--- src/rtl/pipe_hazard_ctrl_pkg.sv ---
// Shared types and helpers for the pipeline hazard controller: in-flight slot
// record, forwarding-select constants and the "slot writes register" predicate.
package pipe_hazard_pkg;

    // Slot register fields are sized for the widest supported REG_AW (<= 8).
    localparam int REG_AW_MAX = 8;
    localparam int FWD_RF     = 0;

    typedef logic [REG_AW_MAX-1:0] reg_addr_t;

    typedef struct packed {
        logic      valid;
        reg_addr_t rs;
        reg_addr_t rt;
        logic      use_rs;
        logic      use_rt;
        reg_addr_t rw;
        logic      regwr;
        logic      load;
    } slot_t;

    function automatic int fwd_sel_w(input int depth);
        return $clog2(depth + 1);
    endfunction

    function automatic logic slot_writes(input slot_t s, input reg_addr_t r);
        return s.valid && s.regwr && (s.rw == r) && (r != '0);
    endfunction

endpackage

--- src/rtl/pipe_hazard_ctrl_if.sv ---
// ID-stage hazard bus: instruction register usage in, pipeline enables,
// flush and Ex-stage forwarding selects out.
interface pipe_hazard_ctrl_if import pipe_hazard_pkg::*; #(
    parameter int REG_AW = 5,
    parameter int DEPTH  = 3,
    parameter int CNT_W  = 16
);
    localparam int SEL_W = fwd_sel_w(DEPTH);

    logic              id_valid;
    logic [REG_AW-1:0] id_rs;
    logic [REG_AW-1:0] id_rt;
    logic              id_use_rs;
    logic              id_use_rt;
    logic [REG_AW-1:0] id_rw;
    logic              id_regwr;
    logic              id_load;
    logic              br_taken;
    logic              pc_en;
    logic              ifid_en;
    logic              flush;
    logic              stall;
    logic [SEL_W-1:0]  fwd_a;
    logic [SEL_W-1:0]  fwd_b;
    logic [CNT_W-1:0]  stall_cnt;
    logic [CNT_W-1:0]  flush_cnt;

    modport master (
        output id_valid, id_rs, id_rt, id_use_rs, id_use_rt, id_rw, id_regwr, id_load, br_taken,
        input  pc_en, ifid_en, flush, stall, fwd_a, fwd_b, stall_cnt, flush_cnt
    );

    modport slave (
        input  id_valid, id_rs, id_rt, id_use_rs, id_use_rt, id_rw, id_regwr, id_load, br_taken,
        output pc_en, ifid_en, flush, stall, fwd_a, fwd_b, stall_cnt, flush_cnt
    );

endinterface

--- src/rtl/pipe_hazard_ctrl_fwd_sel.sv ---
// Priority match of one Ex source register against the older slots s[2..DEPTH];
// returns the index of the youngest producer, or FWD_RF when none matches.
module hazard_fwd_sel import pipe_hazard_pkg::*; #(
    parameter int DEPTH = 3,
    parameter int SEL_W = 2
) (
    input  slot_t [DEPTH:2] older,
    input  reg_addr_t       src,
    input  logic            en,
    output logic [SEL_W-1:0] sel
);

    always_comb begin
        sel = SEL_W'(FWD_RF);
        // Scan oldest to youngest so the smallest matching index is the last write.
        for (int k = DEPTH; k >= 2; k--) begin
            if (en && slot_writes(older[k], src)) begin
                sel = SEL_W'(k);
            end
        end
    end

endmodule

--- src/rtl/pipe_hazard_ctrl.sv ---
// Scoreboard-based hazard controller: load-use stall, taken-branch flush and
// Ex-stage forwarding. Define HAZ_PERF_CNT_EN to build the stall/flush counters.
module pipe_hazard_ctrl import pipe_hazard_pkg::*; #(
    parameter int REG_AW     = 5,
    parameter int DEPTH      = 3,
    parameter int LOAD_STAGE = 2,
    parameter int BR_STAGE   = 2,
    parameter int CNT_W      = 16
) (
    input logic                Clk,
    input logic                Rst,
    pipe_hazard_ctrl_if.slave  bus
);

    localparam int    SEL_W  = fwd_sel_w(DEPTH);
    localparam slot_t BUBBLE = '0;

    slot_t [DEPTH:1]  slots_q;
    slot_t            id_slot;
    logic             load_hz;
    logic             flush;
    logic             stall;
    logic [SEL_W-1:0] fwd_a;
    logic [SEL_W-1:0] fwd_b;
    logic             unused_tail;

    always_comb begin
        id_slot                   = '0;
        id_slot.valid             = bus.id_valid;
        id_slot.rs[REG_AW-1:0]    = bus.id_rs;
        id_slot.rt[REG_AW-1:0]    = bus.id_rt;
        id_slot.use_rs            = bus.id_use_rs;
        id_slot.use_rt            = bus.id_use_rt;
        id_slot.rw[REG_AW-1:0]    = bus.id_rw;
        id_slot.regwr             = bus.id_regwr;
        id_slot.load              = bus.id_load;
    end

    // A load whose data is not yet available sits in s[1..LOAD_STAGE-1].
    always_comb begin
        load_hz = 1'b0;
        for (int k = 1; k <= LOAD_STAGE - 1; k++) begin
            if (slots_q[k].load &&
                ((id_slot.use_rs && slot_writes(slots_q[k], id_slot.rs)) ||
                 (id_slot.use_rt && slot_writes(slots_q[k], id_slot.rt)))) begin
                load_hz = 1'b1;
            end
        end
    end

    assign flush       = bus.br_taken & slots_q[BR_STAGE].valid;
    assign stall       = bus.id_valid & load_hz & ~flush;
    assign bus.flush   = flush;
    assign bus.stall   = stall;
    assign bus.pc_en   = ~stall;
    assign bus.ifid_en = ~stall;

    always_ff @(posedge Clk) begin
        if (Rst) begin
            slots_q <= '0;
        end else begin
            // NOTE: non-blocking so every slot takes its neighbour's pre-edge value, independent of loop order.
            for (int k = DEPTH; k >= 2; k--) begin
                slots_q[k] <= (flush && k <= BR_STAGE) ? BUBBLE : slots_q[k-1];
            end
            slots_q[1] <= (!bus.id_valid || stall || flush) ? BUBBLE : id_slot;
        end
    end

    hazard_fwd_sel #(.DEPTH(DEPTH), .SEL_W(SEL_W)) u_fwd_a (
        .older (slots_q[DEPTH:2]),
        .src   (slots_q[1].rs),
        .en    (slots_q[1].valid & slots_q[1].use_rs),
        .sel   (fwd_a)
    );

    hazard_fwd_sel #(.DEPTH(DEPTH), .SEL_W(SEL_W)) u_fwd_b (
        .older (slots_q[DEPTH:2]),
        .src   (slots_q[1].rt),
        .en    (slots_q[1].valid & slots_q[1].use_rt),
        .sel   (fwd_b)
    );

    assign bus.fwd_a = fwd_a;
    assign bus.fwd_b = fwd_b;

    // The oldest slot only serves as a forwarding source; its source fields retire unread.
    assign unused_tail = ^{slots_q[DEPTH].rs, slots_q[DEPTH].rt, slots_q[DEPTH].use_rs,
                           slots_q[DEPTH].use_rt, slots_q[DEPTH].load};

`ifdef HAZ_PERF_CNT_EN
    logic [CNT_W-1:0] stall_cnt_q;
    logic [CNT_W-1:0] flush_cnt_q;

    always_ff @(posedge Clk) begin
        if (Rst) begin
            stall_cnt_q <= '0;
            flush_cnt_q <= '0;
        end else begin
            if (stall && !(&stall_cnt_q)) stall_cnt_q <= stall_cnt_q + CNT_W'(1);
            if (flush && !(&flush_cnt_q)) flush_cnt_q <= flush_cnt_q + CNT_W'(1);
        end
    end

    assign bus.stall_cnt = stall_cnt_q;
    assign bus.flush_cnt = flush_cnt_q;
`else
    assign bus.stall_cnt = {CNT_W{1'b0}};
    assign bus.flush_cnt = {CNT_W{1'b0}};
`endif

endmodule
--- src/flat_wrapper.sv ---
// flat-port wrapper written by rule: the top's interface ports become plain ports
module pipe_hazard_ctrl_flat import pipe_hazard_pkg::*;
#(
    parameter int REG_AW     = 5,
    parameter int DEPTH      = 3,
    parameter int LOAD_STAGE = 2,
    parameter int BR_STAGE   = 2,
    parameter int CNT_W      = 16
)
  (Clk, Rst, bus_id_valid, bus_id_rs, bus_id_rt, bus_id_use_rs, bus_id_use_rt, bus_id_rw, bus_id_regwr, bus_id_load, bus_br_taken, bus_pc_en, bus_ifid_en, bus_flush, bus_stall, bus_fwd_a, bus_fwd_b, bus_stall_cnt, bus_flush_cnt);
  pipe_hazard_ctrl_if #(.REG_AW(REG_AW), .DEPTH(DEPTH), .CNT_W(CNT_W)) bus_i ();
  input logic Clk;
  input logic Rst;
  input wire logic [$bits(bus_i.id_valid)-1:0] bus_id_valid;
  input wire logic [$bits(bus_i.id_rs)-1:0] bus_id_rs;
  input wire logic [$bits(bus_i.id_rt)-1:0] bus_id_rt;
  input wire logic [$bits(bus_i.id_use_rs)-1:0] bus_id_use_rs;
  input wire logic [$bits(bus_i.id_use_rt)-1:0] bus_id_use_rt;
  input wire logic [$bits(bus_i.id_rw)-1:0] bus_id_rw;
  input wire logic [$bits(bus_i.id_regwr)-1:0] bus_id_regwr;
  input wire logic [$bits(bus_i.id_load)-1:0] bus_id_load;
  input wire logic [$bits(bus_i.br_taken)-1:0] bus_br_taken;
  output wire logic [$bits(bus_i.pc_en)-1:0] bus_pc_en;
  output wire logic [$bits(bus_i.ifid_en)-1:0] bus_ifid_en;
  output wire logic [$bits(bus_i.flush)-1:0] bus_flush;
  output wire logic [$bits(bus_i.stall)-1:0] bus_stall;
  output wire logic [$bits(bus_i.fwd_a)-1:0] bus_fwd_a;
  output wire logic [$bits(bus_i.fwd_b)-1:0] bus_fwd_b;
  output wire logic [$bits(bus_i.stall_cnt)-1:0] bus_stall_cnt;
  output wire logic [$bits(bus_i.flush_cnt)-1:0] bus_flush_cnt;
  assign bus_i.id_valid = bus_id_valid;
  assign bus_i.id_rs = bus_id_rs;
  assign bus_i.id_rt = bus_id_rt;
  assign bus_i.id_use_rs = bus_id_use_rs;
  assign bus_i.id_use_rt = bus_id_use_rt;
  assign bus_i.id_rw = bus_id_rw;
  assign bus_i.id_regwr = bus_id_regwr;
  assign bus_i.id_load = bus_id_load;
  assign bus_i.br_taken = bus_br_taken;
  assign bus_pc_en = bus_i.pc_en;
  assign bus_ifid_en = bus_i.ifid_en;
  assign bus_flush = bus_i.flush;
  assign bus_stall = bus_i.stall;
  assign bus_fwd_a = bus_i.fwd_a;
  assign bus_fwd_b = bus_i.fwd_b;
  assign bus_stall_cnt = bus_i.stall_cnt;
  assign bus_flush_cnt = bus_i.flush_cnt;
  pipe_hazard_ctrl #(.REG_AW(REG_AW), .DEPTH(DEPTH), .LOAD_STAGE(LOAD_STAGE), .BR_STAGE(BR_STAGE), .CNT_W(CNT_W)) u_core (.Clk(Clk), .Rst(Rst), .bus(bus_i));
endmodule
--- config.mk ---
export PLATFORM = sky130hd
export DESIGN_NAME = pipe_hazard_ctrl_flat
export DESIGN_NICKNAME = d
export VERILOG_FILES = /design/src/rtl/pipe_hazard_ctrl_pkg.sv /design/src/rtl/pipe_hazard_ctrl_if.sv /design/src/rtl/pipe_hazard_ctrl_fwd_sel.sv /design/src/rtl/pipe_hazard_ctrl.sv /design/src/flat_wrapper.sv
export SDC_FILE = /design/constraint.sdc
export NUM_CORES = 1
export LEC_CHECK = 0
export CAP_MARGIN = 20
export CORE_UTILIZATION = 45
export DETAILED_ROUTE_END_ITERATION = 8
export PLACE_DENSITY = 0.87
export RECOVER_POWER = 25
export SYNTH_ARGS = -nofsm -noshare
export SYNTH_HDL_FRONTEND = slang
export SYNTH_SLANG_ARGS = --single-unit
--- constraint.sdc ---
create_clock -name Clk -period 2.1 [get_ports Clk]
set_input_delay 0.42 -clock Clk [delete_from_list [all_inputs] [get_ports Clk]]
set_output_delay 0.42 -clock Clk [all_outputs]
set_load 0.1 [all_outputs]
Word level (Yosys, flattened, before mapping)
Index checks and enable logic that the tools add are counted.

cells by class
  add/sub/neg operators = 0
  $mul = 0
  div/mod/pow operators = 0
  $lt $le $gt $ge = 0
  equality and inequality tests = 6
  shift operators = 0
  muxes and demuxes = 5
  bitwise operators = 7
  reductions and logical operators = 32

operator list
  cell                                      number
  8-bit == test                             4
  8-bit nonzero test                        4
  1-bit logical AND                         22
  8-bit by 5-bit == test with 1-bit output  2
  2-bit two-way mux                         4
  1-bit bitwise AND                         5
  2-bit OR reduction                        2
  1-bit logical OR                          3
  1-bit NOT                                 2
  1-bit zero test                           1
  1-bit two-way mux                         1

storage, ports and cells
  register bits = 49
  latch bits = 0
  memory bits (writable) = 0
  ROM bits = 0
  input bits = 23
  memories kept = 0

Depth between registers and ports, before layout
Gate-level depths: netlist (run 1).

  depth in word-level cells = 12
  depth in mapped cells = 6

Modules after synthesis
Synthesis (run 1) repeated with hierarchy kept, for this count alone.

second synthesis, totals
  cells, all modules = 261
  area total of the unflattened synthesis = 2,800.2 um^2

modules (own cells, without submodules)
  module            instances  cells an instance  area an instance (um^2)  seq. area each (um^2)
  pipe_hazard_ctrl  1          193                2,259.7                  1,201.2
  hazard_fwd_sel    2          34                 270.3                    0.0

Worst setup path before layout (run 1)
No wires, ideal clock.

  kind = input to output
  start = input port bus_id_rt[0]
  end = output port bus_pc_en
  data arrival time = 3.154 ns
  required time = 1.680 ns
  slack = -1.474 ns
  cell stages on the path = 5
  cell sequence = o41ai_2 -> a2111oi_4 -> buf_6 -> o211ai_1 -> buf_4

between the ends
  longest elaborated chain between the ends = 10

RTL lines
  what                                      line                        text
  start: declaration                        flat_wrapper.sv:16          input wire logic [$bits(bus_i.id_rt)-1:0] bus_id_rt;
  8-bit by 5-bit == test with 1-bit output  pipe_hazard_ctrl_pkg.sv:27  return s.valid && s.regwr && (s.rw == r) && (r != '0);
  1-bit logical AND                         pipe_hazard_ctrl_pkg.sv:27
  1-bit logical AND (*)                     pipe_hazard_ctrl_pkg.sv:27
  1-bit logical AND (*)                     pipe_hazard_ctrl.sv:45      (id_slot.use_rt && slot_writes(slots_q[k], id_slot.rt)))) begin
  1-bit logical OR (*)                      pipe_hazard_ctrl.sv:44      ((id_slot.use_rs && slot_writes(slots_q[k], id_slot.rs)) ||
  1-bit logical AND (*)                     pipe_hazard_ctrl.sv:43      if (slots_q[k].load &&
  1-bit two-way mux (*)                     pipe_hazard_ctrl.sv:43
  1-bit bitwise AND (*) (2 in a row)        pipe_hazard_ctrl.sv:52      assign stall = bus.id_valid & load_hz & ~flush;
  1-bit NOT (*)                             -
  end: declaration                          flat_wrapper.sv:23          output wire logic [$bits(bus_i.pc_en)-1:0] bus_pc_en;

Every way passes the cells marked *; elsewhere a longest branch is shown, timed or not.

Final worst setup path (run 1)
  start = register u_core.slots_q[13] (netlist bit)
  end = output port bus_fwd_b[1]

between the ends
  longest elaborated chain between the ends = 6

RTL lines
  what                              line                            text
  start: declaration                pipe_hazard_ctrl.sv:18          slot_t [DEPTH:1] slots_q;
  start signal: indexed assignment  pipe_hazard_ctrl.sv:64          slots_q[k] <= (flush && k <= BR_STAGE) ? BUBBLE : slots_q[k-1];
  8-bit == test                     pipe_hazard_ctrl_pkg.sv:27
  1-bit logical AND (2 in a row)    pipe_hazard_ctrl_pkg.sv:27
  1-bit logical AND                 pipe_hazard_ctrl_fwd_sel.sv:17  if (en && slot_writes(older[k], src)) begin
  2-bit two-way mux                 pipe_hazard_ctrl_fwd_sel.sv:17
  2-bit two-way mux (*)             pipe_hazard_ctrl_fwd_sel.sv:17
  end: declaration                  flat_wrapper.sv:28              output wire logic [$bits(bus_i.fwd_b)-1:0] bus_fwd_b;

Marks and branches as above.

==> results of run 1 <==
-- cell usage after synthesis (all sizes together) (2+ instances only) --
cell type	n	area (um^2)
nor4b	19	273
xor2	18	158
buf	38	284
dfxtp	34	681
nor2b	9	56.3
or3	2	12.5
nand4	5	31.3
nor4	4	25.0
o311a	2	20.0
o41ai	2	25.0
nand3	2	10.0
and2	8	50.1
nand2	9	33.8
nor2	4	15.0
xnor2	10	87.6
-- cell families (layout without fill, tap and decap cells) --
| logic type | count (synthesis) | in the layout | synth area share, % |
|---|---|---|---|
| simple gates | 63 | 63 | 27.9 |
| other cells | 1 | 32 | 0.204 |
| compound gates | 9 | 9 | 5.59 |
| flops | 34 | 34 | 37.1 |
| buf+inv | 40 | 56 | 15.9 |
| xor+xnor | 28 | 28 | 13.4 |
-- placed cells by master (no fill, tap or decap), drive strengths merged --
cell type,netlist,routed
xor2,18,18
clkinv,0,2
xnor2,10,10
dlygate4sd3,0,1
nand2,9,9
a211oi,1,1
nand3,2,2
or3,2,2
o211ai,1,1
clkbuf,1,8
a2111oi,1,1
o41ai,2,2
inv,1,1
clkdlybuf4s15,0,3
and2,8,8
nor2b,9,9
clkdlybuf4s50,0,9
conb,1,32
nor4,4,4
dlygate4sd2,0,3
buf,38,29
o211a,1,1
dfxtp,34,34
nor2,4,4
nor3,1,1
nand4,5,5
nor4b,19,19
a21oi,1,1
o311a,2,2
-- worst register-to-register path: cells and delay by family (launching register included) --
| kind | cells | cell delay, ns |
|---|---|---|
| xor gates and xnor gates | 1 | 0.17 |
| DFF | 1 | 0.36 |
| AOI/OAI and AO/OA | 1 | 0.31 |
| buffers and inverters | 2 | 0.42 |
| and+or+nand+nor | 2 | 0.30 |
-- per-layer routing --
metal | up-vias | global-route usage, % | wire (um)
met5 | - | 0 | 0
met4 | 0 | 10.6 | 99
met3 | 11 | 5.86 | 204
met2 | 72 | 34.6 | 2090
met1 | 622 | 21.9 | 1500
li1 | 633 | - | -
-- per-stage QoR --
step	TNS [ns]	hold WS [ns]
floorplan	-2.53	0.438
global placement	-3.28	0.446
detailed placement	-3.56	0.454
CTS	-0.387	0.464
global route	-0.897	0.476
finish	-0.415	0.463
-- power breakdown --
group	switching, uW	internal [uW]	leakage (uW)
Clock	218	222	0.0000438
Sequential	24.5	667	0.000282
Combinational	326	99.9	0.000760
Total	568	989	0.00109
-- worst max-delay path by stage --
stage,startpoint,endpoint,slack [ns],cells past startpoint
after floorplan,bus_id_rt[0],bus_pc_en,-1.43,5
after global placement,bus_id_rt[0],bus_pc_en,-0.47,5
after detailed placement,bus_id_rt[0],bus_ifid_en,-0.46,5
after CTS,u_core.slots_q[12]$_SDFF_PP0_,bus_fwd_b[1],-0.09,5
after global routing,u_core.slots_q[13]$_SDFF_PP0_,bus_fwd_b[1],-0.15,5
final,u_core.slots_q[13]$_SDFF_PP0_,bus_fwd_b[1],-0.08,5
-- repair_timing --
item	in CTS	in global routing
hold buffers	0	0
endpoints found under the hold margin	0	0
setup buffers	5	2
pin swaps	17	4
endpoints found under the setup margin	7	7
resized for setup	58	7
-- cell type report --
cell class	count	share of cell area (%)
Inverter	1	0.154
Sequential cell	34	28.7
Multi-Input combinational cell	132	45.1
Tap cell	48	2.47
Clock buffer	5	2.83
Clock inverter	2	0.412
Timing Repair Buffer	48	20.4
==> flow_metrics.py, run 1 <==
metrics = {
    "clock_tree": {
        "clk_pin_slew_ns": 0.06,
        "cts_root_buf": "clkbuf_8",
        "htreeDepth": 2,
        "cts_tree": "done",
        "cts_max_path_buffers": 2,
        "clock_latency_ns": 0.28,
        "cts.sinks": 34,
        "cts-buffers-inserted": 5,
    },
    "die": {
        "rows": 22,
        "start_util_pct": 48.3,
        "die_w_um": 65.9,
        "ios": 63,
        "chipHeight_um": 65.9,
        "die_area_um2": 4340,
        "fp.coreArea_um2": 3800,
    },
    "setup_path": {
        "path_class": "flip-flop to output port",
        "cp.arrival_ns": 1.76,
        "crit_required_ns": 1.68,
        "startpoint_type": "flip-flop",
        "crit_family": "simple AND/OR/NAND/NOR gates",
        "rrSetupSlack_ns": 0.42,
        "critPathMaxStageDelay_ns": 0.35,
        "cpMaxStageDelayCell": "dfxtp_2",
        "r2r_end": "u_core.slots_q[21]$_SDFF_PP0_",
        "endpoint_kind": "output port",
        "crit_buf_inv": 1,
        "r2r_cells": 6,
        "crit_chain": "or3_1, o311a_1, nand4_1, nand2_2, buf_12",
        "path_max_fanout": 3,
        "reg2reg_from": "u_core.slots_q[4]$_SDFF_PP0_",
    },
    "placement": {
        "dpl.hpwl_um": 2660,
        "dpl.cell_count": 256,
        "gp_congestion": 0.904,
        "place_area_um2": 2230,
        "port_buffers": 30,
        "pre_cts_slack_ns": -0.464,
    },
    "grt": {
        "grt_max_degree": 21,
        "grt_use_total_pct": 20.0,
        "antenna_found_initial": 0,
        "grt_pass1_vias": 1303,
        "grt.overflow.total": 0,
        "grt_pass1_wl_um": 6240,
    },
    "timing": {
        "fin_crit_sh_pct": 104,
        "finalMaxSlewViolations": 0,
        "clock_skew_ns": 0.00322,
        "grt_setup_unrepaired": "yes",
        "min_period_ns": 2.18,
        "max_freq_ghz": 0.460,
        "worst_slack_ns": -0.0761,
        "finalSetupViolations": 7,
        "final_hold_viol_count": 0,
    },
    "yosys": {
        "ys_ff_latch": 34,
        "synth_edf_count": 0,
        "ys_warn_count": 0,
        "ys.flop_type": "dfxtp_1",
        "yosysSeqAreaShare_pct": 37.1,
        "synthArstFlopShare_pct": 0,
        "synthCells": 175,
        "netlist_area_um2": 1840,
        "yosysUniqueCellTypes": 29,
        "syn_avg_cell_area_um2": 10.5,
    },
    "run_status": {
        "status": "finished with violations",
        "failed_checks": "negative setup slack",
    },
    "layout": {
        "top_register": "u_core.slots_q",
        "largest_reg_flops": 34,
        "finish.utilization_pct": 64.0,
        "nNetsFinal": 245,
        "drive_above_1_share_pct": 38.7,
        "nFillCells": 296,
        "layout.cells.non_filler": 270,
        "n_antenna_cell": 0,
        "syn_to_final_growth_pct": 32.4,
        "register_area_um2": 697,
        "final_area_um2": 2430,
        "multi_input_area_um2": 1100,
        "top_regs": "u_core.slots_q: 34 flops",
    },
    "min_path": {
        "hp-class": "flip-flop to flip-flop",
        "hold_depth": 1,
        "min_from": "u_core.slots_q[30]$_SDFF_PP0_",
        "whs_endpoint": "u_core.slots_q[59]$_SDFF_PP0_",
    },
    "pwr": {
        "power_uw": 1560,
        "ir_drop_uv": 473,
        "p_leak_uw": 0.00109,
        "power_density_nw_per_um2": 641,
    },
    "job": {
        "maxCapViolCount": 0,
    },
    "route": {
        "drt_first_pass_iters": 4,
        "vias_per_cell": 4.96,
        "wire_per_inst_um": 14.4,
        "antenna_left": 0,
        "drc": 0,
        "num_vias": 1338,
        "drt-initial-drc-count": 32,
        "routed_wl_um": 3890,
    },
}
(Power assumes the default switching activity.)
==> inputs of run 2 (changes only) <==
Settings changed: CTS_CLUSTER_SIZE set to 14.
==> results of run 2 <==
The final DEF is identical to that of run 1; final timing and power are the same.
